**src/rtl/shift_ctrl_pkg.sv**
```systemverilog
// Shared definitions for the shift sequencing controller.
//   - ctrl codes driven to the universal shift register datapath
//   - controller state encoding
//   - serial direction codes (as captured from the dir input)
package shift_ctrl_pkg;

  localparam logic [1:0] CTRL_HOLD  = 2'b00;
  localparam logic [1:0] CTRL_RIGHT = 2'b01;
  localparam logic [1:0] CTRL_LEFT  = 2'b10;
  localparam logic [1:0] CTRL_LOAD  = 2'b11;

  localparam logic DIR_MSB_FIRST = 1'b0;
  localparam logic DIR_LSB_FIRST = 1'b1;

  typedef enum logic [1:0] {
    IDLE  = 2'd0,
    LOAD  = 2'd1,
    SHIFT = 2'd2,
    DONE  = 2'd3
  } state_t;

endpackage

```
**src/rtl/shift_seq_ctrl_if.sv**
```systemverilog
// Producer / serial-link bundle of the shift sequencing controller.
//   master : producer side (drives start_valid, din, dir; observes the rest)
//   slave  : controller side
// Signals: start_valid/start_ready handshake, din[N-1:0], dir,
//          sout, sout_valid, busy, done, ctrl_o[1:0], q_o[N-1:0].
interface shift_seq_ctrl_if #(
  parameter int N = 8
);
  logic         start_valid;
  logic         start_ready;
  logic [N-1:0] din;
  logic         dir;
  logic         sout;
  logic         sout_valid;
  logic         busy;
  logic         done;
  logic [1:0]   ctrl_o;
  logic [N-1:0] q_o;

  modport master (
    output start_valid, din, dir,
    input  start_ready, sout, sout_valid, busy, done, ctrl_o, q_o
  );

  modport slave (
    input  start_valid, din, dir,
    output start_ready, sout, sout_valid, busy, done, ctrl_o, q_o
  );
endinterface

```
**src/rtl/shift_reg_core.sv**
```systemverilog
// N-bit universal shift register: hold / shift-right / shift-left / load.
// Ports:
//   i_clk, i_reset : clock, asynchronous active-high reset (clears q)
//   i_ctrl[1:0]    : operation code (see shift_ctrl_pkg)
//   i_d[N-1:0]     : parallel load value
//   i_sin          : bit entering the vacated end when shifting
//   o_q[N-1:0]     : register contents
module shift_reg_core
  import shift_ctrl_pkg::*;
#(
  parameter int N = 8
) (
  input  logic         i_clk,
  input  logic         i_reset,
  input  logic [1:0]   i_ctrl,
  input  logic [N-1:0] i_d,
  input  logic         i_sin,
  output logic [N-1:0] o_q
);

  logic [N-1:0] r_q;

  always_ff @(posedge i_clk or posedge i_reset) begin
    if (i_reset) begin
      r_q <= '0;
    end else begin
      case (i_ctrl)
        CTRL_RIGHT: r_q <= {i_sin, r_q[N-1:1]};
        CTRL_LEFT:  r_q <= {r_q[N-2:0], i_sin};
        CTRL_LOAD:  r_q <= i_d;
        default:    r_q <= r_q;
      endcase
    end
  end

  assign o_q = r_q;

endmodule

```
**src/rtl/shift_seq_ctrl.sv**
```systemverilog
// Parallel-to-serial sequencing controller. Accepts a word on a
// valid/ready handshake, loads it into a universal shift register and
// shifts it out MSB-first (dir=0) or LSB-first (dir=1), then pulses done.
// Ports:
//   clk   : rising-edge clock
//   reset : asynchronous active-high reset
//   bus   : shift_seq_ctrl_if.slave (handshake, din, dir, sout,
//           sout_valid, busy, done, ctrl_o, q_o)
// Optional build macro SHIFT_PARITY_EN: appends one even-parity bit
// (XOR of the captured word) after the data bits, ctrl held meanwhile.
module shift_seq_ctrl
  import shift_ctrl_pkg::*;
#(
  parameter int   N    = 8,
  parameter logic FILL = 1'b0
) (
  input  logic             clk,
  input  logic             reset,
  shift_seq_ctrl_if.slave  bus
);

  localparam int             CW   = $clog2(N + 1);
  localparam logic [CW-1:0]  LAST = CW'(N - 1);

  state_t         r_state;
  logic [N-1:0]   r_word;
  logic           r_dir;
  logic [CW-1:0]  r_cnt;
  logic           r_ready;
  logic           r_busy;
  logic           r_done;
  logic           r_sout_valid;
  logic [1:0]     r_ctrl;
  logic [N-1:0]   w_q;
  logic           w_data_bit;
  logic           w_sout;
`ifdef SHIFT_PARITY_EN
  logic           r_par_phase;
`endif

  shift_reg_core #(.N(N)) u_core (
    .i_clk   (clk),
    .i_reset (reset),
    .i_ctrl  (r_ctrl),
    .i_d     (r_word),
    .i_sin   (FILL),
    .o_q     (w_q)
  );

  // All control outputs are registered: each is set on the edge that
  // enters the state it belongs to.
  always_ff @(posedge clk or posedge reset) begin
    if (reset) begin
      r_state      <= IDLE;
      r_word       <= '0;
      r_dir        <= DIR_MSB_FIRST;
      r_cnt        <= '0;
      r_ready      <= 1'b1;
      r_busy       <= 1'b0;
      r_done       <= 1'b0;
      r_sout_valid <= 1'b0;
      r_ctrl       <= CTRL_HOLD;
`ifdef SHIFT_PARITY_EN
      r_par_phase  <= 1'b0;
`endif
    end else begin
      case (r_state)
        IDLE: begin
          if (bus.start_valid && r_ready) begin
            r_word  <= bus.din;
            r_dir   <= bus.dir;
            r_ready <= 1'b0;
            r_busy  <= 1'b1;
            r_ctrl  <= CTRL_LOAD;
            r_state <= LOAD;
          end
        end
        LOAD: begin
          r_cnt        <= '0;
          r_sout_valid <= 1'b1;
          r_ctrl       <= (r_dir == DIR_LSB_FIRST) ? CTRL_RIGHT : CTRL_LEFT;
          r_state      <= SHIFT;
        end
        SHIFT: begin
`ifdef SHIFT_PARITY_EN
          if (r_par_phase) begin
            r_par_phase  <= 1'b0;
            r_sout_valid <= 1'b0;
            r_done       <= 1'b1;
            r_state      <= DONE;
          end else begin
            r_cnt <= r_cnt + 1'b1;
            if (r_cnt == LAST) begin
              // Freeze the datapath while the parity bit goes out.
              r_ctrl      <= CTRL_HOLD;
              r_par_phase <= 1'b1;
            end
          end
`else
          r_cnt <= r_cnt + 1'b1;
          if (r_cnt == LAST) begin
            r_ctrl       <= CTRL_HOLD;
            r_sout_valid <= 1'b0;
            r_done       <= 1'b1;
            r_state      <= DONE;
          end
`endif
        end
        DONE: begin
          r_done  <= 1'b0;
          r_busy  <= 1'b0;
          r_ready <= 1'b1;
          r_state <= IDLE;
        end
        default: r_state <= IDLE;
      endcase
    end
  end

  assign w_data_bit = (r_dir == DIR_LSB_FIRST) ? w_q[0] : w_q[N-1];

`ifdef SHIFT_PARITY_EN
  assign w_sout = r_sout_valid & (r_par_phase ? (^r_word) : w_data_bit);
`else
  assign w_sout = r_sout_valid & w_data_bit;
`endif

  assign bus.start_ready = r_ready;
  assign bus.sout        = w_sout;
  assign bus.sout_valid  = r_sout_valid;
  assign bus.busy        = r_busy;
  assign bus.done        = r_done;
  assign bus.ctrl_o      = r_ctrl;
  assign bus.q_o         = w_q;

endmodule

```
**src/flat_wrapper.sv**
```systemverilog
// flat-port wrapper written by rule: the top's interface ports become plain ports
module shift_seq_ctrl_flat import shift_ctrl_pkg::*;
#(
  parameter int   N    = 8,
  parameter logic FILL = 1'b0
)
  (clk, reset, bus_start_valid, bus_din, bus_dir, bus_start_ready, bus_sout, bus_sout_valid, bus_busy, bus_done, bus_ctrl_o, bus_q_o);
  shift_seq_ctrl_if #(.N(N)) bus_i ();
  input  logic clk;
  input  logic reset;
  input wire logic [$bits(bus_i.start_valid)-1:0] bus_start_valid;
  input wire logic [$bits(bus_i.din)-1:0] bus_din;
  input wire logic [$bits(bus_i.dir)-1:0] bus_dir;
  output wire logic [$bits(bus_i.start_ready)-1:0] bus_start_ready;
  output wire logic [$bits(bus_i.sout)-1:0] bus_sout;
  output wire logic [$bits(bus_i.sout_valid)-1:0] bus_sout_valid;
  output wire logic [$bits(bus_i.busy)-1:0] bus_busy;
  output wire logic [$bits(bus_i.done)-1:0] bus_done;
  output wire logic [$bits(bus_i.ctrl_o)-1:0] bus_ctrl_o;
  output wire logic [$bits(bus_i.q_o)-1:0] bus_q_o;
  assign bus_i.start_valid = bus_start_valid;
  assign bus_i.din = bus_din;
  assign bus_i.dir = bus_dir;
  assign bus_start_ready = bus_i.start_ready;
  assign bus_sout = bus_i.sout;
  assign bus_sout_valid = bus_i.sout_valid;
  assign bus_busy = bus_i.busy;
  assign bus_done = bus_i.done;
  assign bus_ctrl_o = bus_i.ctrl_o;
  assign bus_q_o = bus_i.q_o;
  shift_seq_ctrl #(.N(N), .FILL(FILL)) u_core (.clk(clk), .reset(reset), .bus(bus_i));
endmodule
```
**config.mk**
```make
export PLATFORM = sky130hd
export DESIGN_NAME = shift_seq_ctrl_flat
export DESIGN_NICKNAME = d
export VERILOG_FILES = /design/src/rtl/shift_ctrl_pkg.sv /design/src/rtl/shift_seq_ctrl_if.sv /design/src/rtl/shift_reg_core.sv /design/src/rtl/shift_seq_ctrl.sv /design/src/flat_wrapper.sv
export SDC_FILE = /design/constraint.sdc
export NUM_CORES = 1
export LEC_CHECK = 0
export ABC_AREA = 1
export BUFFER_PORTS_ARGS = -buffer_cell sky130_fd_sc_hd__buf_2
export CORE_MARGIN = 2
export CORE_UTILIZATION = 55
export CTS_CLUSTER_DIAMETER = 40
export CTS_CLUSTER_SIZE = 16
export DETAILED_ROUTE_END_ITERATION = 6
export GPL_TIMING_DRIVEN = 0
export HOLD_SLACK_MARGIN = 0.05
export PLACE_DENSITY = 0.79
export SYNTH_ARGS = -nofsm -noshare
export SYNTH_HDL_FRONTEND = slang
export SYNTH_SLANG_ARGS = --single-unit
```
**constraint.sdc**
```tcl
create_clock -name clk -period 3.25 [get_ports clk]
set_input_delay 0.325 -clock clk [delete_from_list [all_inputs] [get_ports clk]]
set_output_delay 0.325 -clock clk [all_outputs]
set_load 0.005 [all_outputs]
```
After elaboration in Yosys (flattened, before gate mapping)
Index checks and enable logic that the tools add are counted.
{"block": "totals", "ff_bits": 29, "latchBits": 0, "ram_bits": 0, "rom_bits": 0, "in_bits": 12, "output_inout_bits": 15, "mem_count": 0}
{"block": "classes", "n_addsub": 1, "mul": 0, "div_mod_pow": 0, "order_cmp": 0, "eq_ne": 9, "n_shift": 0, "n_mux": 18, "bitwise": 1, "n_reduce_logical": 13}
{"operator": "case mux 8 bit (3 select lines)", "count": 1}
{"operator": "two-way mux 2 bit", "count": 5}
{"operator": "AND reduction 2 bit", "count": 5}
{"operator": "== test 2 bit, second input constant", "count": 4}
{"operator": "case mux 1 bit (2 select lines)", "count": 4}
{"operator": "case mux 2 bit (4 select lines)", "count": 1}
{"operator": "case mux 4 bit (2 select lines)", "count": 1}
{"operator": "case mux 2 bit (3 select lines)", "count": 1}
{"operator": "nonzero test 2 bit", "count": 3}
{"operator": "nonzero test 3 bit", "count": 2}
{"operator": "two-way mux 1 bit", "count": 5}
{"operator": "adder 4 x 1 -> 4 bit, second input constant", "count": 1}
{"operator": "== test 2 x 1 -> 1 bit, second input constant", "count": 2}
{"operator": "== test 4 x 3 -> 1 bit, second input constant", "count": 1}
{"operator": "inequality test 2 x 1 -> 1 bit, second input constant", "count": 2}
{"operator": "AND reduction 3 bit", "count": 1}
{"operator": "logical NOT 2 bit", "count": 1}
{"operator": "AND 1 bit", "count": 1}
{"operator": "logical AND 1 bit", "count": 1}

Logic depth before layout (Yosys ltp)
Gate-level depths: netlist of the first run.
{"block": "depth", "ltp_word": 3, "depth_mapped": 7, "depth_no_buf": 7}

Cells and area by module
A second synthesis of the first run with hierarchy kept.
{"block": "unflattened", "cells_unflattened": 192, "area_unflattened_um2": 1520.2}
{"mod": "shift_seq_ctrl", "instances": 1, "cells_per_inst": 119, "area_each_um2": 1008.5}
{"mod": "shift_reg_core", "instances": 1, "cells_per_inst": 73, "area_each_um2": 511.7}

Least setup slack after synthesis of the first run
OpenSTA, ideal clock, no wires.
{"block": "synth_timing", "path_kind": "register to register", "from": "reg u_core.r_state[0]", "to": "reg u_core.r_busy (netlist: u_core.bus.busy)", "setup_ps": 82, "t_arrival_ps": 1140, "path_slack_ps": 2028, "path_stages_with_launch": 6, "path_buffers": 1, "synth_period_minus_slack_ps": 1222, "path_cell_list": "dfrtp_1 -> inv_1 -> ha_1 -> nand3_4 -> buf_6 -> a22oi_2"}
{"block": "synth_via", "elab_chain_cells": 3, "word_cells_on_any_way": 6, "cone_classes": "eq/ne: 2; mux: 1; reduce/logical: 3"}
{"item": "start, declared", "line_no": "shift_seq_ctrl.sv:25", "source": "state_t r_state;"}
{"item": "start signal, assigned", "line_no": "shift_seq_ctrl.sv:54", "source": "r_state <= IDLE;"}
{"item": "start signal, assigned", "line_no": "shift_seq_ctrl.sv:75", "source": "r_state <= LOAD;"}
{"item": "start signal, assigned", "line_no": "shift_seq_ctrl.sv:82", "source": "r_state <= SHIFT;"}
{"item": "== test 2 bit / logical NOT 2 bit (equally long branches)", "line_no": "shift_seq_ctrl.sv:67", "source": "case (r_state)"}
{"item": "nonzero test 2 bit (no source line) / inequality test 2 x 1 -> 1 bit (equally long branches)"}
{"item": "AND reduction 2 bit (no source line)"}
{"item": "end signal, assigned", "line_no": "shift_seq_ctrl.sv:59", "source": "r_busy <= 1'b0;"}
{"item": "end signal, assigned", "line_no": "shift_seq_ctrl.sv:73", "source": "r_busy <= 1'b1;"}
{"item": "end signal, assigned", "line_no": "shift_seq_ctrl.sv:111", "source": "r_busy <= 1'b0;"}
{"item": "end, declared", "line_no": "shift_seq_ctrl.sv:30", "source": "logic r_busy;"}
Several ways; a longest one is shown, not always the timed one.
A chain may end at the register's enable or synchronous reset.

Final worst setup path of the first run
{"block": "layout_timing", "from": "reg u_core.u_core.r_q[7] (netlist: u_core.u_core.o_q[7])", "to": "out bus_sout"}
{"block": "layout_via", "elab_chain_cells": 2}
{"item": "start, declared", "line_no": "shift_reg_core.sv:21", "source": "logic [N-1:0] r_q;"}
{"item": "start signal, assigned", "line_no": "shift_reg_core.sv:28", "source": "CTRL_RIGHT: r_q <= {i_sin, r_q[N-1:1]};"}
{"item": "start signal, assigned", "line_no": "shift_reg_core.sv:29", "source": "CTRL_LEFT: r_q <= {r_q[N-2:0], i_sin};"}
{"item": "start signal, assigned", "line_no": "shift_reg_core.sv:30", "source": "CTRL_LOAD: r_q <= i_d;"}
{"item": "two-way mux 1 bit", "line_no": "shift_seq_ctrl.sv:120", "source": "assign w_data_bit = (r_dir == DIR_LSB_FIRST) ? w_q[0] : w_q[N-1];"}
{"item": "AND 1 bit", "line_no": "shift_seq_ctrl.sv:125", "source": "assign w_sout = r_sout_valid & w_data_bit;"}
{"item": "end, declared", "line_no": "flat_wrapper.sv:15", "source": "output wire logic [$bits(bus_i.sout)-1:0] bus_sout;"}
No other way between the ends.

==> results of run 1 <==
## layer usage
| layer | share of wire | up-vias | global-route usage | wire length (µm) |
|---|---|---|---|---|
| li1 | - | 620 | - | - |
| met1 | 0.44 | 539 | 0.287 | 1270 |
| met2 | 0.50 | 39 | 0.397 | 1430 |
| met3 | 0.044 | 7 | 0.0574 | 127 |
| met4 | 0.020 | 0 | 0.138 | 59 |
| met5 | 0 | - | 0 | 0 |
## worst max-delay path, delay by kind of cell (launching register included)
family / cells / cell delay, ps
buffers and inverters: 1 / 120
DFF: 1 / 430
and+or+nand+nor: 1 / 60
AOI/OAI and AO/OA: 1 / 160
## report_power, final
group	leakage [µW]	internal [µW]	switching [µW]	total [µW]
sequential	0.000359	513	136	649
clock	0.0000310	81.4	136	217
combinational	0.000489	269	418	687
total	0.000879	862	690	1550
## kinds of logic (layout without fill, tap and decap cells)
kind of cell,Yosys count,in the layout
flip-flops,29,29
AO/OA/AOI/OAI,25,25
buffers and inverters,23,57
AND/OR/NAND/NOR,92,92
adder cells (fa/ha/maj),5,5
## flip-flops by register name, indices dropped and copies added (netlist names)
register / count
u_core.bus.start_ready: 1
u_core.bus.sout_valid: 1
u_core.r_cnt: 4
u_core.r_word: 8
u_core.bus.done: 1
u_core.u_core.o_q: 8
u_core.r_state: 2
u_core.r_dir: 1
u_core.bus.busy: 1
u_core.bus.ctrl_o: 2
## stage by stage
stage,instances,power (µW)
2_1_floorplan,174,1130
3_3_place_gp,230,1310
3_5_place_dp,230,1350
4_1_cts,238,1560
5_1_grt,238,1710
6_report,238,1550
## Yosys cell counts
master    instances
o21ai_0          14
o211ai_1          1
inv_2             2
nor2_4            2
nand4_1           2
a22oi_2           1
a21oi_1           6
a31oi_1           2
nand2_1          61
inv_1            19
nor3_1            2
nand3_4           1
clkinv_2          1
nor2_1           13
o21a_1            1
nand2_2           1
dfstp_2           1
buf_6             1
dfrtp_1          28
nand3_1           9
ha_1              5
nor3b_1           1
## final timing paths
kind / depth (start not counted) / slack [ps] / startpoint / endpoint
min in group asynchronous: 2 / 240 / reset / u_core.r_cnt[3]$_DFFE_PP0P_
max in group asynchronous: 2 / 2360 / reset / u_core.r_word[0]$_DFFE_PP0P_
min reg2reg: 2 / 500 / u_core.r_word[6]$_DFFE_PP0P_ / u_core.r_word[6]$_DFFE_PP0P_
min: 3 / 220 / bus_din[1] / u_core.r_word[1]$_DFFE_PP0P_
max reg2reg: 5 / 1830 / u_core.r_state[0]$_DFFE_PP0P_ / u_core.r_word[3]$_DFFE_PP0P_
max: 3 / 1820 / u_core.u_core.o_q[7]$_DFFE_PP0P_ / bus_sout
## cells in the final DEF, fill, tap and decap left out, types with 2 or more instances in the layout
| cell type | count |
|---|---|
| nand2_1 | 61 |
| dfrtp_1 | 28 |
| buf_2 | 26 |
| inv_1 | 19 |
| o21ai_0 | 14 |
| nor2_1 | 13 |
| nand3_1 | 9 |
| a21oi_1 | 6 |
| ha_1 | 5 |
| clkbuf_4 | 5 |
| clkinv_2 | 3 |
| inv_2 | 2 |
| nor2_4 | 2 |
| nor3_1 | 2 |
| nand4_1 | 2 |
| a31oi_1 | 2 |
## cell type report
class	count	area, µm²	area share
flip-flops and latches	29	727	0.441
multi-input cells	122	602	0.366
repair buffers	26	130	0.0790
inverters	22	83.8	0.0509
clock buffers	5	37.5	0.0228
well taps	30	37.5	0.0228
clock inverters	3	17.5	0.0106
plain buffers	1	11.3	0.00684
==> impl_metrics.py, run 1 <==
metrics = {
    "global_route": {
        "antenna_found_initial": 0,
        "grtUsageTotal": 0.242,
        "grt_first_pass_wirelength_um": 4970,
        "grt_pass1_vias": 1193,
        "grt_overflow": 0,
        "grt_max_degree": 30,
    },
    "synthesis": {
        "synth_area_leaders": "dfrtp_1, nand2_1, inv_1",
        "syn_inst": 174,
        "synth_xor_area_frac": 0,
        "synthSimpleGateAreaFrac": 0.280,
        "syn_area_um2": 1420,
        "synth_compound_area_frac": 0.0984,
        "synth_top_family_by_area": "simple AND/OR/NAND/NOR gates",
        "ys_types": 22,
        "synth_adder_area_share": 0.0439,
        "synth_area_per_cell_um2": 8.18,
        "synth_nets": 191,
        "yosysWarnings": 0,
        "synth_area_leader_cell": "dfrtp_1",
        "ys_ff_latch": 29,
        "synth_top_area_share": 0.492,
        "yosysSeqAreaShare": 0.511,
        "synthMuxAreaShare": 0,
    },
    "run_status": {
        "status": "finished clean",
    },
    "worst_setup_path": {
        "crit_arrival_ps": 1100,
        "critPathMaxStageDelay_ps": 430,
        "worstPathRequired_ps": 2920,
        "critical_path.max_fanout": 4,
        "endpoint_kind": "primary output",
        "cp_cell_sequence": "o21ai_0 -> nor2_1 -> buf_2",
        "crit_path_start_kind": "register",
        "critPathKind": "reg2out",
        "critPathSlowestCell": "dfrtp_1",
    },
    "clocking": {
        "cts_resized": 0,
        "clk_latency_ps": 330,
        "htree_levels": 2,
        "post_cts_buffers": 0,
        "cts_buffers": 5,
        "clk_path_buf_depth": 2,
        "clk_transition_reported_paths_ps": 100,
        "cts_tree": "yes",
        "cts.sinks": 29,
        "hold_buffers": 0,
        "cts_root_buf": "clkbuf_4",
    },
    "floorplanning": {
        "die_area_um2": 3010,
        "initial_core_util": 0.580,
        "io_pins": 27,
        "die_w_um": 54.9,
        "die_h_um": 54.9,
        "fp-row-count": 18,
        "core_area_um2": 2450,
    },
    "timing": {
        "setup_viol": 0,
        "fin_crit_ps": 1430,
        "slew_viol_final": 0,
        "finalHoldViolCount": 0,
        "skew_ps": 5.71,
        "relSlewSlack": 0.281,
        "max_freq_ghz": 0.700,
        "setup-tns-final_ps": 0,
        "finalCritPeriodShare": 0.440,
        "holdWs_ps": 222,
        "worst_slack_ps": 1820,
        "worst_slew_pin_slew_ps": 1080,
        "rsz0062_at_grt": "no",
    },
    "finish": {
        "area_delta_synth_final_pct": 15.6,
        "drive_above_1_share": 0.212,
        "finalInstanceArea_um2": 1650,
        "final_util": 0.671,
        "fillerInstances": 210,
        "nets": 224,
        "antennaDiodeCount": 0,
    },
    "power_and_ir_drop": {
        "power_leakage_uw": 0.000879,
        "ir_drop_mv": 0.710,
        "p_per_area_nw_per_um2": 943,
    },
    "placement": {
        "io_buffers": 26,
        "place_area_um2": 1590,
        "dpl.hpwl_um": 2190,
        "place_congestion": 0.756,
        "dp_slack_ps": 1820,
    },
    "route": {
        "wl_um": 2890,
        "vias": 1205,
        "avgViaCountPerCell": 5.06,
        "first_pass_iters": 4,
        "wl_per_cell_um": 12.1,
        "drc_errors": 0,
        "final_antenna_net_count": 0,
        "drt_iter0_markers": 22,
    },
    "job": {
        "cap_viol_max_count": 0,
    },
    "hold_path": {
        "hold_class": "in2reg",
    },
}
Power figures use the tool's default switching activity.
==> run 2: changes to the inputs <==
--- a/config.mk
+++ b/config.mk
@@ -5,16 +5,16 @@
 export SDC_FILE = /design/constraint.sdc
 export NUM_CORES = 1
 export LEC_CHECK = 0
-export ABC_AREA = 1
+export ABC_AREA = 0
 export BUFFER_PORTS_ARGS = -buffer_cell sky130_fd_sc_hd__buf_2
 export CORE_MARGIN = 2
-export CORE_UTILIZATION = 55
+export CORE_UTILIZATION = 48
 export CTS_CLUSTER_DIAMETER = 40
 export CTS_CLUSTER_SIZE = 16
 export DETAILED_ROUTE_END_ITERATION = 6
 export GPL_TIMING_DRIVEN = 0
 export HOLD_SLACK_MARGIN = 0.05
-export PLACE_DENSITY = 0.79
+export PLACE_DENSITY = 0.74
 export SYNTH_ARGS = -nofsm -noshare
 export SYNTH_HDL_FRONTEND = slang
 export SYNTH_SLANG_ARGS = --single-unit
==> constraint.sdc (replaced) <==
create_clock -name clk -period 1.15 [get_ports clk]
set_input_delay 0.115 -clock clk [delete_from_list [all_inputs] [get_ports clk]]
set_output_delay 0.115 -clock clk [all_outputs]
set_load 0.005 [all_outputs]
==> impl_metrics.py, run 2 <==
metrics = {
    "run_status": {
        "status": "complete, but fails checks",
        "violations": "negative setup slack",
    },
    "worst_setup_path": {
        "r2r_start": "u_core.r_state[0]$_DFFE_PP0P_",
        "cp_cell_sequence": "inv_2 -> ha_4 -> a21boi_4 -> a211oi_4 -> mux2_1",
        "critPathKind": "reg2reg",
        "worstPathRequired_ps": 1350,
        "critPathSlowestCell": "dfrtp_1",
        "crit_path_start_kind": "register",
        "crit_family": "flip-flops",
        "endpoint_kind": "register",
        "r2r-end": "u_core.bus.ctrl_o[1]$_DFFE_PP0P_",
        "critical_path.max_fanout": 3,
        "crit_arrival_ps": 1650,
        "r2r_slack_ps": -300,
        "critPathMaxStageDelay_ps": 400,
        "worstSetupStartpoint": "u_core.r_state[0]$_DFFE_PP0P_",
        "reg2regPathDepth": 5,
        "crit_buf_inv": 1,
    },
    "synthesis": {
        "syn_inst": 102,
        "synth-edff-count": 0,
        "ys_types": 28,
        "syn_area_um2": 1370,
        "synth_area_per_cell_um2": 13.4,
        "yosysSeqAreaShare": 0.531,
        "ys_ff_latch": 29,
        "synth_area_leaders": "dfrtp_1, mux4_2, mux2_2",
        "synthFlopType": "dfrtp_1",
        "synthArstFlopShare": 1.00,
        "synth_area_leader_cell": "dfrtp_1",
        "ys_top_cells_by_count": "dfrtp_1, inv_1, mux2_2",
        "yosysWarnings": 0,
        "synth_top_area_share": 0.512,
        "yosysMostFrequentCell": "dfrtp_1",
        "synth_nets": 119,
    },
    "timing": {
        "worst_slack_ps": -300,
        "slew_viol_final": 0,
        "fin_crit_ps": 1450,
        "worst_slew_pin_slew_ps": 1090,
        "finalCritPeriodShare": 1.26,
        "rsz0062_at_grt": "yes",
        "max_freq_ghz": 0.690,
        "skew_ps": 10.1,
        "setup_viol": 27,
        "finalHoldViolCount": 0,
        "relSlewSlack": 0.271,
    },
    "floorplanning": {
        "initial_core_util": 0.501,
        "io_pins": 27,
        "core_area_um2": 2730,
        "die_h_um": 57.4,
        "die_area_um2": 3290,
        "die_w_um": 57.4,
        "fp-row-count": 19,
    },
    "route": {
        "drc_errors": 0,
        "first_pass_iters": 4,
        "avgViaCountPerCell": 5.38,
        "wl_per_cell_um": 15.6,
        "final_antenna_net_count": 0,
        "wl_um": 2990,
        "vias": 1027,
        "drt_iter0_markers": 37,
    },
    "global_route": {
        "grt_first_pass_wirelength_um": 5100,
        "grt_max_degree": 30,
        "antenna_found_initial": 0,
        "grtUsageTotal": 0.206,
        "grt_pass1_vias": 1105,
        "grt_overflow": 0,
    },
    "clocking": {
        "clk_latency_ps": 320,
        "htree_levels": 2,
        "clk_path_buf_depth": 2,
        "clk_transition_reported_paths_ps": 100,
        "cts_tree": "yes",
        "cts_buffers": 5,
        "cts.sinks": 29,
        "cts_root_buf": "clkbuf_4",
    },
    "power_and_ir_drop": {
        "power_leakage_uw": 0.000959,
        "p_per_area_nw_per_um2": 2790,
        "ir_drop_mv": 2.46,
        "power_uw": 5480,
    },
    "finish": {
        "final_util": 0.719,
        "antennaDiodeCount": 0,
        "drive_above_1_share": 0.531,
        "area_delta_synth_final_pct": 43.7,
        "layout.cells.most_common": "dfrtp_1",
        "layout_common_cells": "dfrtp_1, buf_2, dlygate4sd3_1, buf_4",
        "nets": 176,
    },
    "placement": {
        "io_buffers": 26,
        "dpl.hpwl_um": 1840,
        "place_congestion": 0.755,
    },
    "job": {
        "cap_viol_max_count": 0,
    },
    "hold_path": {
        "hold_class": "in2async",
    },
}
==> run 2: changes by cell type in the layout (fill, tap and decap cells not counted), sizes merged, moves of 3 or more <==
cell,previous run,this run
nand2,62,4
buf,27,43
nor2,15,2
mux2i,0,5
a21boi,0,3
dlygate4sd3,0,9
mux4,0,6
mux2,0,12
nand3,10,3
inv,21,10
clkinv,3,0
o21ai,14,5
clkbuf,5,8
==> run 2: stage by stage <==
stage / setup slack (ps) / TNS, ps / instances / hold WS [ps] / instance area, µm²
global placement: -285 / -3280 / 159 / 346 / 1590
detailed placement: -343 / -4810 / 159 / 352 / 1590
finish: -300 / -4030 / 191 / 56.3 / 1970
floorplan: -227 / -1410 / 102 / 192 / 1420
global route: -358 / -5690 / 191 / 130 / 1970
CTS: -328 / -3470 / 187 / 95.2 / 1910
==> run 2: kinds of logic (layout without fill, tap and decap cells) <==
kind of cell,Yosys count,count (layout),share of synthesized area
AO/OA/AOI/OAI,18,18,0.0923
adder cells (fa/ha/maj),5,5,0.0457
buffers and inverters,13,71,0.0375
flip-flops,29,29,0.531
multiplexers,23,23,0.234
AND/OR/NAND/NOR,14,14,0.0594
==> run 2: timing repair <==
| item | in CTS | in global routing |
|---|---|---|
| hold buffers | 9 | 0 |
| cloned | 1 | 0 |
| endpoints found under the hold margin | 9 | 0 |
| gates resized for setup | 17 | 8 |
| pin swaps | 4 | 0 |
| setup buffers | 10 | 4 |
| setup endpoints to repair | 29 | 30 |
==> run 2: worst max-delay path by stage <==
stage | to | slack (ps) | depth (start not counted)
floorplan | u_core.bus.ctrl_o[0]$_DFFE_PP0P_ | -230 | 5
global placement | u_core.bus.ctrl_o[1]$_DFFE_PP0P_ | -280 | 5
detailed placement | u_core.bus.ctrl_o[1]$_DFFE_PP0P_ | -340 | 5
CTS | u_core.bus.ctrl_o[1]$_DFFE_PP0P_ | -330 | 3
global route | u_core.bus.ctrl_o[1]$_DFFE_PP0P_ | -360 | 5
finish | u_core.bus.ctrl_o[1]$_DFFE_PP0P_ | -300 | 5
==> run 2: layout make-up <==
type,count,area (µm²)
Sequential cell,29,728
Tap cell,31,38.8
Timing Repair Buffer,50,364
Multi-Input combinational cell,60,686
Buffer,3,27.5
Fill cell,184,767
Inverter,10,37.5
Clock buffer,7,55.1
Clock inverter,1,30.0
==> run 2: per-layer routing <==
metal / part of all wire / vias up / GRT usage
met5: 0 / - / 0
met4: 0.013 / 0 / 0.0797
li1: - / 480 / -
met1: 0.40 / 520 / 0.245
met2: 0.55 / 22 / 0.362
met3: 0.038 / 5 / 0.0431
==> run 2: power breakdown <==
part / internal, µW / switching (µW)
clock: 519 / 349
sequential: 1480 / 384
combinational: 1660 / 1090
==> run 2: worst reg2reg max path: cells and delay by family, from the launching register on <==
kind | cells | cell delay (ps)
AOI/OAI and AO/OA | 2 | 340
adders and majority gates | 1 | 160
buffers and inverters | 1 | 70
DFF | 1 | 400
muxes | 1 | 350
